File: config.mk
export PLATFORM = sky130hd
export DESIGN_NAME = pipelined_segment_adder
export DESIGN_NICKNAME = d
export VERILOG_FILES = /design/src/rtl/adder_pkg.sv /design/src/rtl/carry_segment.sv /design/src/rtl/pipelined_segment_adder.sv
export SDC_FILE = /design/constraint.sdc
export NUM_CORES = 1
export LEC_CHECK = 0
export CAP_MARGIN = 0
export CORE_MARGIN = 4
export CORE_UTILIZATION = 48
export CTS_CLUSTER_DIAMETER = 100
export DETAILED_ROUTE_END_ITERATION = 12
export PLACE_DENSITY = 0.75
export SYNTH_ARGS = -nofsm -noshare
export SYNTH_HDL_FRONTEND = slang
export SYNTH_HIERARCHICAL = 1
export SYNTH_SLANG_ARGS = --single-unit
export TNS_END_PERCENT = 100
File: constraint.sdc
create_clock -name clk -period 2 [get_ports clk]
set_clock_uncertainty 0.15 [all_clocks]
set_input_delay 0.2 -clock clk [delete_from_list [all_inputs] [get_ports clk]]
set_output_delay 0.2 -clock clk [all_outputs]
set_load 0.01 [all_outputs]
File: src/rtl/adder_pkg.sv
// Shared types and helpers for the pipelined segment adder.
package adder_pkg;

  typedef enum logic {
    ADD = 1'b0,
    SUB = 1'b1
  } add_mode_e;

  // Signed overflow of a two's-complement add: carry into MSB differs from carry out of MSB.
  function automatic logic signed_overflow(input logic c_into_msb, input logic c_out_msb);
    return c_into_msb ^ c_out_msb;
  endfunction

endpackage

File: src/rtl/carry_segment.sv
// Combinational SEG-bit ripple full-adder chain; one instance per pipeline stage.
module carry_segment #(
  parameter int unsigned SEG = 2
) (
  input  logic [SEG-1:0] a,
  input  logic [SEG-1:0] b,
  input  logic           cin,
  output logic [SEG-1:0] s,
  output logic           cout,
  output logic           c_msb
);

  logic [SEG:0] c;

  // Ripple the carry through the segment bit by bit.
  always_comb begin
    c    = '0;
    s    = '0;
    c[0] = cin;
    for (int i = 0; i < int'(SEG); i++) begin
      s[i]   = a[i] ^ b[i] ^ c[i];
      c[i+1] = (a[i] & b[i]) | (c[i] & (a[i] ^ b[i]));
    end
  end

  assign cout  = c[SEG];
  assign c_msb = c[SEG-1];

endmodule

File: src/rtl/pipelined_segment_adder.sv
// Pipelined add/sub: one SEG-bit ripple segment per stage, operands skewed in,
// result segments accumulated so the full word leaves aligned after STAGES cycles.
module pipelined_segment_adder
  import adder_pkg::*;
#(
  parameter int unsigned N   = 8,
  parameter int unsigned SEG = 2
) (
  input  logic         clk,
  input  logic         rst,
  input  logic         in_valid,
  output logic         in_ready,
  input  logic         mode,
  input  logic         carry_in,
  input  logic [N-1:0] op1,
  input  logic [N-1:0] op2,
  output logic         out_valid,
  input  logic         out_ready,
  output logic [N-1:0] sum,
  output logic         carry_out,
  output logic         overflow
);

  localparam int unsigned SEG_SAFE = (SEG == 0) ? 1 : SEG;
  localparam int unsigned STAGES   = ((N / SEG_SAFE) == 0) ? 1 : (N / SEG_SAFE);
  localparam bit          CFG_OK   = (SEG >= 1) && (N >= SEG) && ((N % SEG_SAFE) == 0);

  // Reject geometries where the word does not split into whole segments.
  if (!CFG_OK) begin : g_bad_cfg
    $fatal(1, "pipelined_segment_adder: N must be a nonzero multiple of SEG");
  end

  logic              adv_c;
  logic [N-1:0]      b_eff;
  logic              cin_eff;

  // Per-stage sources: stage 0 is fed from the ports, stage k from register k-1.
  logic [N-1:0]      src_a [STAGES];
  logic [N-1:0]      src_b [STAGES];
  logic [N-1:0]      src_s [STAGES];
  logic [STAGES-1:0] src_c;
  logic [STAGES-1:0] src_v;
  logic [STAGES-1:0] ld_c;

  logic [SEG-1:0]    seg_s  [STAGES];
  logic [STAGES-1:0] seg_co;
  logic              seg_cm [STAGES];

  // Pipeline registers; operands are kept pre-shifted so each stage reads its segment at the LSBs.
  logic [N-1:0]      a_q [STAGES];
  logic [N-1:0]      a_d [STAGES];
  logic [N-1:0]      b_q [STAGES];
  logic [N-1:0]      b_d [STAGES];
  logic [N-1:0]      s_q [STAGES];
  logic [N-1:0]      s_d [STAGES];
  logic [STAGES-1:0] c_q, c_d;
  logic [STAGES-1:0] v_q, v_d;
  logic              ovf_q, ovf_d;

  // Whole pipe moves only when the output slot is free or being drained.
  assign adv_c    = !v_q[STAGES-1] || out_ready;
  assign in_ready = adv_c;

  // Subtraction as op1 + ~op2 + 1.
  assign b_eff   = (add_mode_e'(mode) == SUB) ? ~op2 : op2;
  assign cin_eff = (add_mode_e'(mode) == SUB) ? 1'b1 : carry_in;

  // A stage loads new data only for a real beat, so bubbles leave stale data in place.
  assign ld_c = adv_c ? src_v : '0;

  for (genvar k = 0; k < int'(STAGES); k++) begin : g_stage
    if (k == 0) begin : g_first
      assign src_a[k] = op1;
      assign src_b[k] = b_eff;
      assign src_s[k] = '0;
      assign src_c[k] = cin_eff;
      assign src_v[k] = in_valid;
    end else begin : g_next
      assign src_a[k] = a_q[k-1];
      assign src_b[k] = b_q[k-1];
      assign src_s[k] = s_q[k-1];
      assign src_c[k] = c_q[k-1];
      assign src_v[k] = v_q[k-1];
    end

    carry_segment #(.SEG(SEG)) u_seg (
      .a     (src_a[k][SEG-1:0]),
      .b     (src_b[k][SEG-1:0]),
      .cin   (src_c[k]),
      .s     (seg_s[k]),
      .cout  (seg_co[k]),
      .c_msb (seg_cm[k])
    );
  end

  // Next-state for every stage: shift operands, merge the resolved segment, pass the carry.
  always_comb begin
    a_d   = a_q;
    b_d   = b_q;
    s_d   = s_q;
    c_d   = c_q;
    v_d   = v_q;
    ovf_d = ovf_q;
    for (int k = 0; k < int'(STAGES); k++) begin
      if (adv_c) begin
        v_d[k] = src_v[k];
      end
      if (ld_c[k]) begin
        a_d[k]                = src_a[k] >> SEG;
        b_d[k]                = src_b[k] >> SEG;
        s_d[k]                = src_s[k];
        s_d[k][k*SEG +: SEG]  = seg_s[k];
        c_d[k]                = seg_co[k];
      end
    end
    if (ld_c[STAGES-1]) begin
      ovf_d = signed_overflow(seg_cm[STAGES-1], seg_co[STAGES-1]);
    end
  end

  // Pipeline state; reset drops every in-flight beat.
  always_ff @(posedge clk or posedge rst) begin
    if (rst) begin
      for (int k = 0; k < int'(STAGES); k++) begin
        a_q[k] <= '0;
        b_q[k] <= '0;
        s_q[k] <= '0;
      end
      c_q   <= '0;
      v_q   <= '0;
      ovf_q <= 1'b0;
    end else begin
      a_q   <= a_d;
      b_q   <= b_d;
      s_q   <= s_d;
      c_q   <= c_d;
      v_q   <= v_d;
      ovf_q <= ovf_d;
    end
  end

  assign out_valid = v_q[STAGES-1];
  assign sum       = s_q[STAGES-1];
  assign carry_out = c_q[STAGES-1];
  assign overflow  = ovf_q;

endmodule

# ---- After elaboration in Yosys (flattened, before gate mapping)
# Index checks and enable logic that the tools add are counted.
# W data, S select, Z words.
dict set report totals {
  register_bits 53
  input_bits 22
  output_inout_bits 12
  wordCells 63
}
dict set report classes {
  mux 3
  bitwise_logic 42
  n_reduce_logical 2
}
# op n
set ops {}
lappend ops {{$xor A1 B1 Y1} 17}
lappend ops {{$and A1 B1 Y1} 16}
lappend ops {{$mux W8} 1}
lappend ops {{$not A8 Y8} 1}
lappend ops {{$or A1 B1 Y1} 8}
lappend ops {{$mux W4} 1}
lappend ops {{$logic_not A1 Y1} 1}
lappend ops {{$logic_or A1 B1 Y1} 1}
lappend ops {{$mux W1} 1}

# ---- Logic depth before layout (Yosys ltp)
dict set report depth {
  depth_word 7
  depth_mapped 6
  ltp_nobuf 4
}

# ---- Cells and area by module
# The synthesis kept the hierarchy.
# mod instances cells_per_inst area_per_inst_um2 seq_area_each_um2
set by_module_without_submodules {}
lappend by_module_without_submodules {pipelined_segment_adder 1 145 2162.1 1326.3}
lappend by_module_without_submodules {carry_segment 4 2 40.0 0.0}

# ---- Worst setup path after synthesis
# OpenSTA, ideal clock, no wires.
dict set report synth_timing {
  kind {input port to flip-flop}
  from {input port mode}
  to {register s_q[25] (netlist bit)}
  setup_ns 0.125
  arrival_time_ns 1.730
  required_ns 1.725
  setup_slack_ns -0.005
  stages 5
  n_path_buf 1
  path_cell_list {buf_2 > or2_2 > fa_1 > fa_1 > mux2_2}
}
# item line
set synth_lines {}
lappend synth_lines {{start: declaration} pipelined_segment_adder.sv:13} ;# input logic mode,
lappend synth_lines {{end signal: indexed assignment} pipelined_segment_adder.sv:127} ;# s_q[k] <= '0;
lappend synth_lines {{end signal: assignment} pipelined_segment_adder.sv:135} ;# s_q <= s_d;
lappend synth_lines {{end: declaration} pipelined_segment_adder.sv:54} ;# logic [N-1:0] s_q [STAGES];

==> qor.yml <==
sta:
  setup_violations: 0
  fmax_mhz: 524
  fin_crit_sh_pct: 95.3
  worst_slew_pin_slew_ns: 0.277
  finalMaxSlewViolations: 0
  timing.slew.headroom_pct: 81.5
  period_needed_ns: 1.91
  finalHoldViolCount: 0
  rsz0062_at_grt: "no"
  whs_ns: 0.100
flow_run:
  maxCapViolCount: 0
routing:
  drt_wl_total_microns: 3490
  vias: 1224
  routedWlPerCell_microns: 14.6
  drc: 0
  drtIter0Drc: 56
  dr.pass1.iters: 4
  ant_nets: 0
  via_per_inst: 5.12
floorplanning:
  fp.coreArea_sq_mm: 0.00469
  initial_utilization_pct: 49.5
  pin_count: 34
  die_x_microns: 77.6
  rows: 25
  die_area_sq_mm: 0.00601
  die_height_microns: 77.6
power_and_ir_drop:
  leakage_nw: 1.17
  power_density_mw_per_mm2: 1480
  vdd_drop_max_uv: 571
  p_total_mw: 4.14
global_route:
  grt_pass1_wl_microns: 6290
  grt.total_usage_pct: 13.5
  grt_pass1_vias: 1346
  grt_overflow: 0
  grt_max_degree: 54
  grt_antenna_before_repair: 0
synthesis:
  ys_ff_latch: 53
  syn_area_sq_mm: 0.00232
  avgSynthCellArea_sq_um: 15.2
  syn_nets: 183
  yosysSeqAreaShare_pct: 57.1
  synth_cells: 153
  ys_types: 19
  synth-warning-count: 6
cts:
  clockBufferDepth: 2
  cts_sinks: 53
  htreeDepth: 2
  cts-root-buf: "clkbuf_8"
  cts_setup_buffers: 0
  cts_tree: "built"
  clkSlewWorstSetupHoldPaths_ns: 0.09
  clk_latency_ns: 0.30
  cts_made_buffers: 5
final_layout:
  n_antenna_cell: 0
  area_delta_synth_final_pct: 20.2
  final_util_pct: 59.5
  finalNetCount: 214
  fillCellCount: 373
  drive_above_1_share_pct: 34.6
min_path:
  min_path_type: "in2async"
worst_setup_path:
  worstPathRequired_ns: 2.05
  r2r-end: "overflow"
  crit_path_end_kind: "flip-flop"
  cp.arrival_ns: 1.95
  reg2reg_depth: 4
  critPathMaxFanout: 1
  r2r_slack_ns: 0.13
  worst_setup_path_start_kind: "input port"
  reg2reg_from: "a_q[8]"
  crit_type: "in2reg"
place:
  dp_hpwl_microns: 2590
  gp_congestion: 0.698
  io_buffers: 33
status:
  status: "complete, no violations"
worst max-delay path by stage:
stage | start | endpoint | slack (ns) | cells past startpoint
2_1_floorplan | mode | s_q[25] | 0.02 | 5
3_3_place_gp | mode | s_q[25] | -0.30 | 5
3_5_place_dp | mode | s_q[25] | -0.34 | 5
4_1_cts | a_q[8] | overflow | 0.004 | 4
5_1_grt | a_q[8] | overflow | 0.05 | 4
6_report | carry_in | s_q[25] | 0.09 | 5
metal layers:
metal / global-route usage (%) / wire (microns) / share of wire [%] / vias up
met4: 6.94 / 60 / 1.7 / 0
li1: - / - / - / 568
met3: 4.18 / 168 / 4.8 / 4
met1: 15.9 / 1480 / 42 / 620
met2: 22.3 / 1780 / 51 / 32
met5: 0 / 0 / 0 / -
report_power, final:
group	leakage, nW	switching [mW]	internal [mW]
Clock	0.0585	0.319	0.408
Sequential	0.611	0.292	1.57
Combinational	0.497	0.570	0.979
synthesized netlist by cell type, drive strengths merged:
library cell,number,area share (%)
nand2,4,0.75
xnor2,6,2.3
xor2,3,1.1
and2,1,0.38
a21oi,12,2.6
o21ai,2,0.43
nand2b,1,0.59
buf,14,5.0
fa,8,6.9
clkbuf,1,0.16
mux2,44,22
dfrtp,53,57
inv,3,0.48
or2,1,0.27
cells by family (layout without fill, tap and decap cells):
logic type               after synthesis  after routing  share of synthesized area, %
AO/OA/AOI/OAI                         14             14                          3.02
XOR/XNOR                               9              9                          3.39
adder cells (fa/ha/maj)                8              8                          6.90
buffers and inverters                 18             50                          5.60
flip-flops                            53             53                          57.1
multiplexers                          44             44                          22.0
AND/OR/NAND/NOR                        7              7                          1.99
final cells by class:
cell class              count  area [sq um]  area share [%]
clock buffers               7          86.3            3.09
clock inverters             1          30.0            1.08
inverters                   3          11.3           0.403
multi-input cells          82           871            31.2
flip-flops and latches     53          1330            47.5
well taps                  54          67.6            2.42
repair buffers             39           399            14.3
state kept, by name, indices dropped and copies added, names as in the netlist:
register and flops:
sum 8, v_q 4, c_q 4, s_q 12, a_q 12, b_q 12
overflow 1
placed cells by master, fill, tap and decap left out, types with 2 or more instances in the layout:
| master | instances |
|---|---|
| dfrtp_1 | 53 |
| mux2_2 | 40 |
| clkdlybuf4s50_1 | 32 |
| a21oi_1 | 12 |
| xnor2_1 | 6 |
| clkbuf_8 | 6 |
| fa_1 | 6 |
| mux2_4 | 4 |
| buf_4 | 4 |
| nand2_1 | 3 |
| xor2_1 | 3 |
| inv_1 | 2 |
| o21ai_0 | 2 |
| fa_2 | 2 |
| buf_12 | 2 |
per-stage QoR:
stage / cell area, sq um / worst slack (ns) / cells / setup TNS [ns]
after floorplan: 2320 / 0.0196 / 153 / 0
after global placement: 2670 / -0.303 / 231 / -0.537
after detailed placement: 2670 / -0.343 / 231 / -0.622
after CTS: 2790 / 0.00351 / 239 / 0
after global routing: 2790 / 0.0458 / 239 / 0
final: 2790 / 0.0931 / 239 / 0
critical path, stage by stage:
cell	delay, ns
clkdlybuf4s50_1	0.39
or2_2	0.28
fa_1	0.38
fa_1	0.44
mux2_2	0.27
what timing repair did:
action | 4_1_cts | 5_1_grt
hold buffers | 0 | 0
resized for setup | 1 | 2
setup endpoints to repair | 1 | 1
pin swaps | 0 | 0
No activity file was read; power rests on OpenSTA's default activity.
